File: src/rtl/seq_add_sub.sv
// Multi-cycle WIDTH-bit adder/subtractor that sums CHUNK bits per clock.
// Results (s, cout, o, z) update only on the one-cycle done pulse.
module seq_add_sub #(
  parameter int WIDTH = 32,
  parameter int CHUNK = 8
) (
  input  logic             clk,
  input  logic             rst,
  input  logic             start,
  input  logic             sub,
  input  logic             cin,
  input  logic [WIDTH-1:0] x,
  input  logic [WIDTH-1:0] y,
  output logic             busy,
  output logic             done,
  output logic [WIDTH-1:0] s,
  output logic             cout,
  output logic             o,
  output logic             z
);

  localparam int N  = WIDTH / CHUNK;
  localparam int KW = (N > 1) ? $clog2(N) : 1;
  localparam logic [KW-1:0] K_LAST = KW'(N - 1);

  typedef enum logic [1:0] {
    IDLE = 2'd0,
    RUN  = 2'd1,
    DONE = 2'd2
  } state_t;

  state_t           state_q;
  logic [KW-1:0]    k_q;
  logic [WIDTH-1:0] x_q;
  logic [WIDTH-1:0] y_q;
  logic [WIDTH-1:0] r_q;
  logic             c_q;
  logic             busy_q;
  logic             done_q;
  logic [WIDTH-1:0] s_q;
  logic             cout_q;
  logic             o_q;
  logic             z_q;

  logic [CHUNK-1:0] cx_d;
  logic [CHUNK-1:0] cy_d;
  logic [CHUNK:0]   sum_d;
  logic [WIDTH-1:0] res_d;
  logic             cmsb_d;

  // Current chunk sum; the carry into the top bit is recovered from its sum bit.
  always_comb begin
    cx_d   = x_q[int'(k_q)*CHUNK +: CHUNK];
    cy_d   = y_q[int'(k_q)*CHUNK +: CHUNK];
    sum_d  = {1'b0, cx_d} + {1'b0, cy_d} + {{CHUNK{1'b0}}, c_q};
    res_d  = r_q;
    res_d[int'(k_q)*CHUNK +: CHUNK] = sum_d[CHUNK-1:0];
    cmsb_d = cx_d[CHUNK-1] ^ cy_d[CHUNK-1] ^ sum_d[CHUNK-1];
  end

  // Control FSM plus operand, partial-result and output registers.
  always_ff @(posedge clk or posedge rst) begin
    if (rst) begin
      state_q <= IDLE;
      k_q     <= '0;
      x_q     <= '0;
      y_q     <= '0;
      r_q     <= '0;
      c_q     <= 1'b0;
      busy_q  <= 1'b0;
      done_q  <= 1'b0;
      s_q     <= '0;
      cout_q  <= 1'b0;
      o_q     <= 1'b0;
      z_q     <= 1'b0;
    end else begin
      case (state_q)
        IDLE, DONE: begin
          done_q <= 1'b0;
          if (start) begin
            x_q     <= x;
            y_q     <= sub ? ~y : y;
            c_q     <= cin ^ sub;
            k_q     <= '0;
            busy_q  <= 1'b1;
            state_q <= RUN;
          end else begin
            state_q <= IDLE;
          end
        end
        RUN: begin
          r_q <= res_d;
          c_q <= sum_d[CHUNK];
          k_q <= k_q + KW'(1);
          if (k_q == K_LAST) begin
            s_q     <= res_d;
            cout_q  <= sum_d[CHUNK];
            o_q     <= cmsb_d ^ sum_d[CHUNK];
            z_q     <= (res_d == {WIDTH{1'b0}});
            done_q  <= 1'b1;
            busy_q  <= 1'b0;
            k_q     <= '0;
            state_q <= DONE;
          end else begin
            state_q <= RUN;
          end
        end
        default: begin
          busy_q  <= 1'b0;
          done_q  <= 1'b0;
          state_q <= IDLE;
        end
      endcase
    end
  end

  assign busy = busy_q;
  assign done = done_q;
  assign s    = s_q;
  assign cout = cout_q;
  assign o    = o_q;
  assign z    = z_q;

endmodule

File: config.mk
export PLATFORM = sky130hd
export DESIGN_NAME = seq_add_sub
export DESIGN_NICKNAME = d
export VERILOG_FILES = /design/src/rtl/seq_add_sub.sv
export SDC_FILE = /design/constraint.sdc
export NUM_CORES = 1
export LEC_CHECK = 0
export BUFFER_PORTS_ARGS = -buffer_cell sky130_fd_sc_hd__buf_4
export CAP_MARGIN = 10
export CORE_MARGIN = 1.5
export CORE_UTILIZATION = 57
export DETAILED_ROUTE_END_ITERATION = 10
export GPL_TIMING_DRIVEN = 0
export PLACE_DENSITY_LB_ADDON = 0.2
export SYNTH_ARGS = -nofsm -noshare
export SYNTH_HDL_FRONTEND = slang
export SYNTH_SLANG_ARGS = --single-unit
File: constraint.sdc
create_clock -name clk -period 6.4 [get_ports clk]
set_input_delay 1.28 -clock clk [delete_from_list [all_inputs] [get_ports clk]]
set_output_delay 1.28 -clock clk [all_outputs]
set_load 0.03 [all_outputs]
Word-level counts from Yosys, hierarchy flattened
Index checks and enable logic that the tools add are counted.

cells by class
  $add $sub $neg = 4
  equality and inequality tests = 5
  shift operators = 4
  muxes and demuxes = 15
  bitwise logic cells = 5
  reduce and logical (&&, ||, !) cells = 8

operator list
  kind                                                                     number
  32-bit by 6-bit indexed part select with 8-bit output                    2
  5-bit negation with 33-bit output                                        1
  8-bit by 33-bit variable shift with 32-bit output, first input constant  1
  8-bit by 33-bit indexed part select with 32-bit output                   1
  32-bit bitwise mux                                                       1
  32-bit logical NOT                                                       1
  32-bit 2-to-1 mux                                                        1
  32-bit NOT                                                               1
  8-bit by 8-bit adder with 9-bit output                                   1
  9-bit by 1-bit adder with 9-bit output                                   1
  2-bit one-hot mux with 2 select lines                                    2
  2-bit AND reduction                                                      4
  1-bit 2-to-1 mux                                                         6
  2-bit 2-to-1 mux                                                         3
  2-bit == test, second input constant                                     2
  2-bit != test, second input constant                                     2
  1-bit one-hot mux with 2 select lines                                    2
  1-bit XOR                                                                4
  2-bit by 1-bit adder with 2-bit output, second input constant            1
  2-bit by 1-bit == test with 1-bit output, second input constant          1
  2-bit logical NOT                                                        1
  2-bit nonzero test                                                       1
  2-bit OR reduction                                                       1

storage, ports and cells
  bits in registers = 138
  bits of input ports = 69
  logic and storage cells = 53

Logic depth before layout (Yosys ltp)
  depth after elaboration = 6
  mapped depth = 11
  mapped depth without buffers = 9

Worst setup path before layout
OpenSTA, ideal clock, no wires.

  kind = register to register
  start = register k_q[0]
  end = register z_q (netlist: z)
  library setup time = 104 ps
  arrival = 3388 ps
  data required time = 6296 ps
  slack = 2908 ps
  stages on the path, launching flop included = 11
  path buffers = 1
  cells stage by stage = dfrtp_1 -> buf_2 -> mux4_2 -> fa_1 -> fa_1 -> a21o_4 -> a221oi_4 -> xnor2_2 -> nor3_2 -> o211ai_1 -> o41ai_2

between the ends
  longest elaborated chain between the ends = 6
  elaborated cells between the ends (all ways) = 11
  classes of those cells = add/sub: 3; eq/ne: 1; shift: 4; mux: 1; reduce/logical: 2

ends and longest elaborated chain
  item                                                                             RTL line  text
  start, declared                                                                  33        logic [KW-1:0] k_q;
  start signal, assigned                                                           94        k_q <= k_q + KW'(1);
  32-bit by 6-bit indexed part select with 8-bit output, on equally long branches  53, 54
  8-bit by 8-bit adder with 9-bit output                                           55        sum_d = {1'b0, cx_d} + {1'b0, cy_d} + {{CHUNK{1'b0}}, c_q};
  9-bit by 1-bit adder with 9-bit output                                           55
  8-bit by 33-bit indexed part select with 32-bit output                           57        res_d[int'(k_q)*CHUNK +: CHUNK] = sum_d[CHUNK-1:0];
  32-bit bitwise mux                                                               57
  32-bit logical NOT                                                               99        z_q <= (res_d == {WIDTH{1'b0}});
  end signal, assigned                                                             99
  end, declared                                                                    43        logic z_q;

Several ways; a longest one is shown, not always the timed one.
A chain may end at the register's enable or synchronous reset.

Worst setup path in the final report
Same ends and word-level chain as after synthesis.

==> metrics.txt <==
Routed WL per cell=18.46 microns; fraction of registers with async set/reset=100.0%; CP Data Required Time=6.72 ns; final WL=15970 microns; post-CTS resize count=0; Crit Reg-Reg Endpoint=z; GR Util All Layers=28.07%; Worst Max-Slew Pin Slew=1.170 ns; Slew headroom=21.43%; cell depth of the worst setup path=10; total gr overflow=0; Nets=793; core area=11420 sq um; initial antenna violation count=0; distinct cell type count after synthesis=55; largest net degree at the start of global routing=71; Die X=111.1 microns; area of the multi-input gates=2977 sq um; Final Hold Viols=0; Core Rows=39; Yosys Warn Count=0; R2R setup slack=2.24 ns; vias in the first global route=5340; I/O pin cnt=106; latest clock arrival within the worst-skew pair=0.43 ns; Clock Path Buffers=2; height of the die=111.1 microns; Yosys reg bits=138; 1st-pass router iterations=5; commonest cells after routing, fill and taps aside=dfrtp_1, buf_4, nand2_1; fin crit share=65.00%; initial core utilization=58.29%; H-Tree Depth=4; r2r startpoint=k_q[0]; Critical Path End=z; area grow syn2layout=23.20%; number of synthesized flops with an enable pin=0; Post-Synthesis Net Count=669; setup tns final=0 ns; clock root buffer=clkbuf_16; layout cell share with drive strength beyond 1=28.25%; Mapped Area=6656 sq um; Vias/cell=5.954; routability cong.=0.8613; slowest CP cell=mux4_2; total placed cells including tap cells=833; first-pass GRT wire length=26900 microns; setup violators final=0; status=complete, no violations; hold buffer count at cts=0; critical-path cell list=buf_2 -> mux4_2 -> fa_1 -> fa_1 -> a21o_4 -> a21oi_1 -> xnor2_1 -> a22oi_1 -> o211ai_1 -> o41ai_2; final non-filler cell total=865; DR iter-0 viols=358; crit path DAT=4.48 ns; CTS Sinks=138; max cap viols=0; Worst setup startpoint=k_q[0]; kind of critical path=reg -> reg; post-CTS setup buffers=0; total CTS buffers=17; post-route ant nets=0; Worst setup SP type=register; Clk pin slew, worst setup/hold paths=0.06 ns; Max stage delay on crit path=0.58 ns; CP dominant cell by count=fa_1; delay-heaviest family, CP=compound AO/OA/AOI/OAI gates; Fillers=853; die area=12340 sq um; IO buf count=104; # DRC=0; sequential share of the synthesized area=51.88%; RSZ-0062 raised after global routing=false; Fmax=240.4 MHz; max-slew violation count=0; diode count=0; Tightest Hold Check Type=reg -> reg; reg2reg path depth=10; syn avg cell area=11.38 sq um; hpwl dp=11170 microns; crit path max fanout=10; Gate Count Post-Synth=585; TritonCTS clock tree=yes; CP endpoint kind=register; Buf/Inv on CP=1; predominant post-synthesis flop cell=dfrtp_1; detailed-route via count=5150; clk_skew=0.01157 ns; Final min period=4.160 ns; FF+latch area=3453 sq um; commonest non-fill, non-tap cell in the layout=dfrtp_1
-- flip-flops by register name, summed over array words and instances, names as in the netlist --
signal and count:
o 1, state_q 2, r_q 32, s 32, y_q 32, z 1
c_q 1, done 1, x_q 32, cout 1, busy 1, k_q 2
-- area by class of cell --
| type | instances | share of cell area [%] |
|---|---|---|
| flip-flops and latches | 138 | 42.11 |
| clock inverters | 7 | 0.8087 |
| well taps | 143 | 2.182 |
| inverters | 11 | 0.5645 |
| repair buffers | 105 | 9.857 |
| multi-input cells | 398 | 36.30 |
| plain buffers | 38 | 2.258 |
| clock buffers | 25 | 5.920 |
-- synth_stat cells (2+ instances only) --
library cell	number	area [sq um]
dfrtp_1	138	3453
nand2_1	64	240.2
nor2_1	63	236.5
o21ai_0	52	260.3
xnor2_1	35	306.5
mux2_2	32	360.4
clkbuf_1	28	105.1
a221oi_1	24	210.2
a22o_1	23	201.4
mux4_2	16	360.4
ha_1	13	162.7
a21oi_1	10	50.05
inv_1	10	37.54
and2_1	4	25.02
buf_2	4	20.02
nand3_1	4	20.02
nor2b_1	4	25.02
nor4_1	4	25.02
a22o_2	3	30.03
a31oi_1	3	18.77
clkbuf_8	3	41.29
nor3_1	3	15.01
or4_1	3	22.52
xor2_1	3	26.28
a2bb2oi_1	2	17.52
buf_1	2	7.510
fa_1	2	40.04
nand2b_1	2	12.51
nor4bb_1	2	20.02
o21bai_1	2	15.01
o221ai_1	2	17.52
o41ai_2	2	32.53
-- worst min path at each step --
stage,start,endpoint,slack [ns],depth (start not counted)
2_1_floorplan,y_q[15],y_q[15],0.44,2
3_3_place_gp,y_q[3],y_q[3],0.46,2
4_1_cts,y_q[24],y_q[24],0.48,2
6_report,y_q[24],y_q[24],0.48,2
5_1_grt,r_q[22],r_q[22],0.50,1
3_5_place_dp,y_q[24],y_q[24],0.47,2
-- through the flow --
| step | area (sq um) | utilization (%) | hold slack (ns) | setup slack, ns |
|---|---|---|---|---|
| floorplan | 6656 | - | 0.4446 | 1.424 |
| global placement | 7616 | 66.70 | 0.4578 | 0.08882 |
| detailed placement | 7649 | 66.98 | 0.4693 | 2.316 |
| CTS | 8200 | 71.82 | 0.4819 | 2.267 |
| global route | 8200 | 71.82 | 0.5011 | 2.074 |
| finish | 8200 | 71.82 | 0.4775 | 2.240 |
-- cell families (layout without fill, tap and decap cells) --
logic type	after synthesis	after routing	share of synthesized area, %
and+or+nand+nor	161	161	10.73
AOI/OAI and AO/OA	134	134	14.72
buffers and inverters	49	186	3.402
DFF	138	138	51.88
adders and majority gates	15	15	3.045
muxes	49	49	10.98
xor gates and xnor gates	39	39	5.244
-- routing by layer --
metal | wire length, microns | part of all wire [%] | global-route usage (%) | up-vias
li1 | - | - | - | 2341
met1 | 6428 | 40 | 35.79 | 2560
met2 | 8158 | 51 | 47.33 | 220
met3 | 1024 | 6.4 | 5.686 | 29
met4 | 354 | 2.2 | 11.39 | 0
met5 | 0 | 0 | 0 | -
-- worst min-delay path, cell delays in order, from the launching register on --
cell and delay, ns:
dfrtp_1 0.34, nand2_1 0.04, o21ai_0 0.06
Power is left out: the tool's default activity adds up to more than one toggle a clock period on the data nets, which glitch-free logic cannot reach.
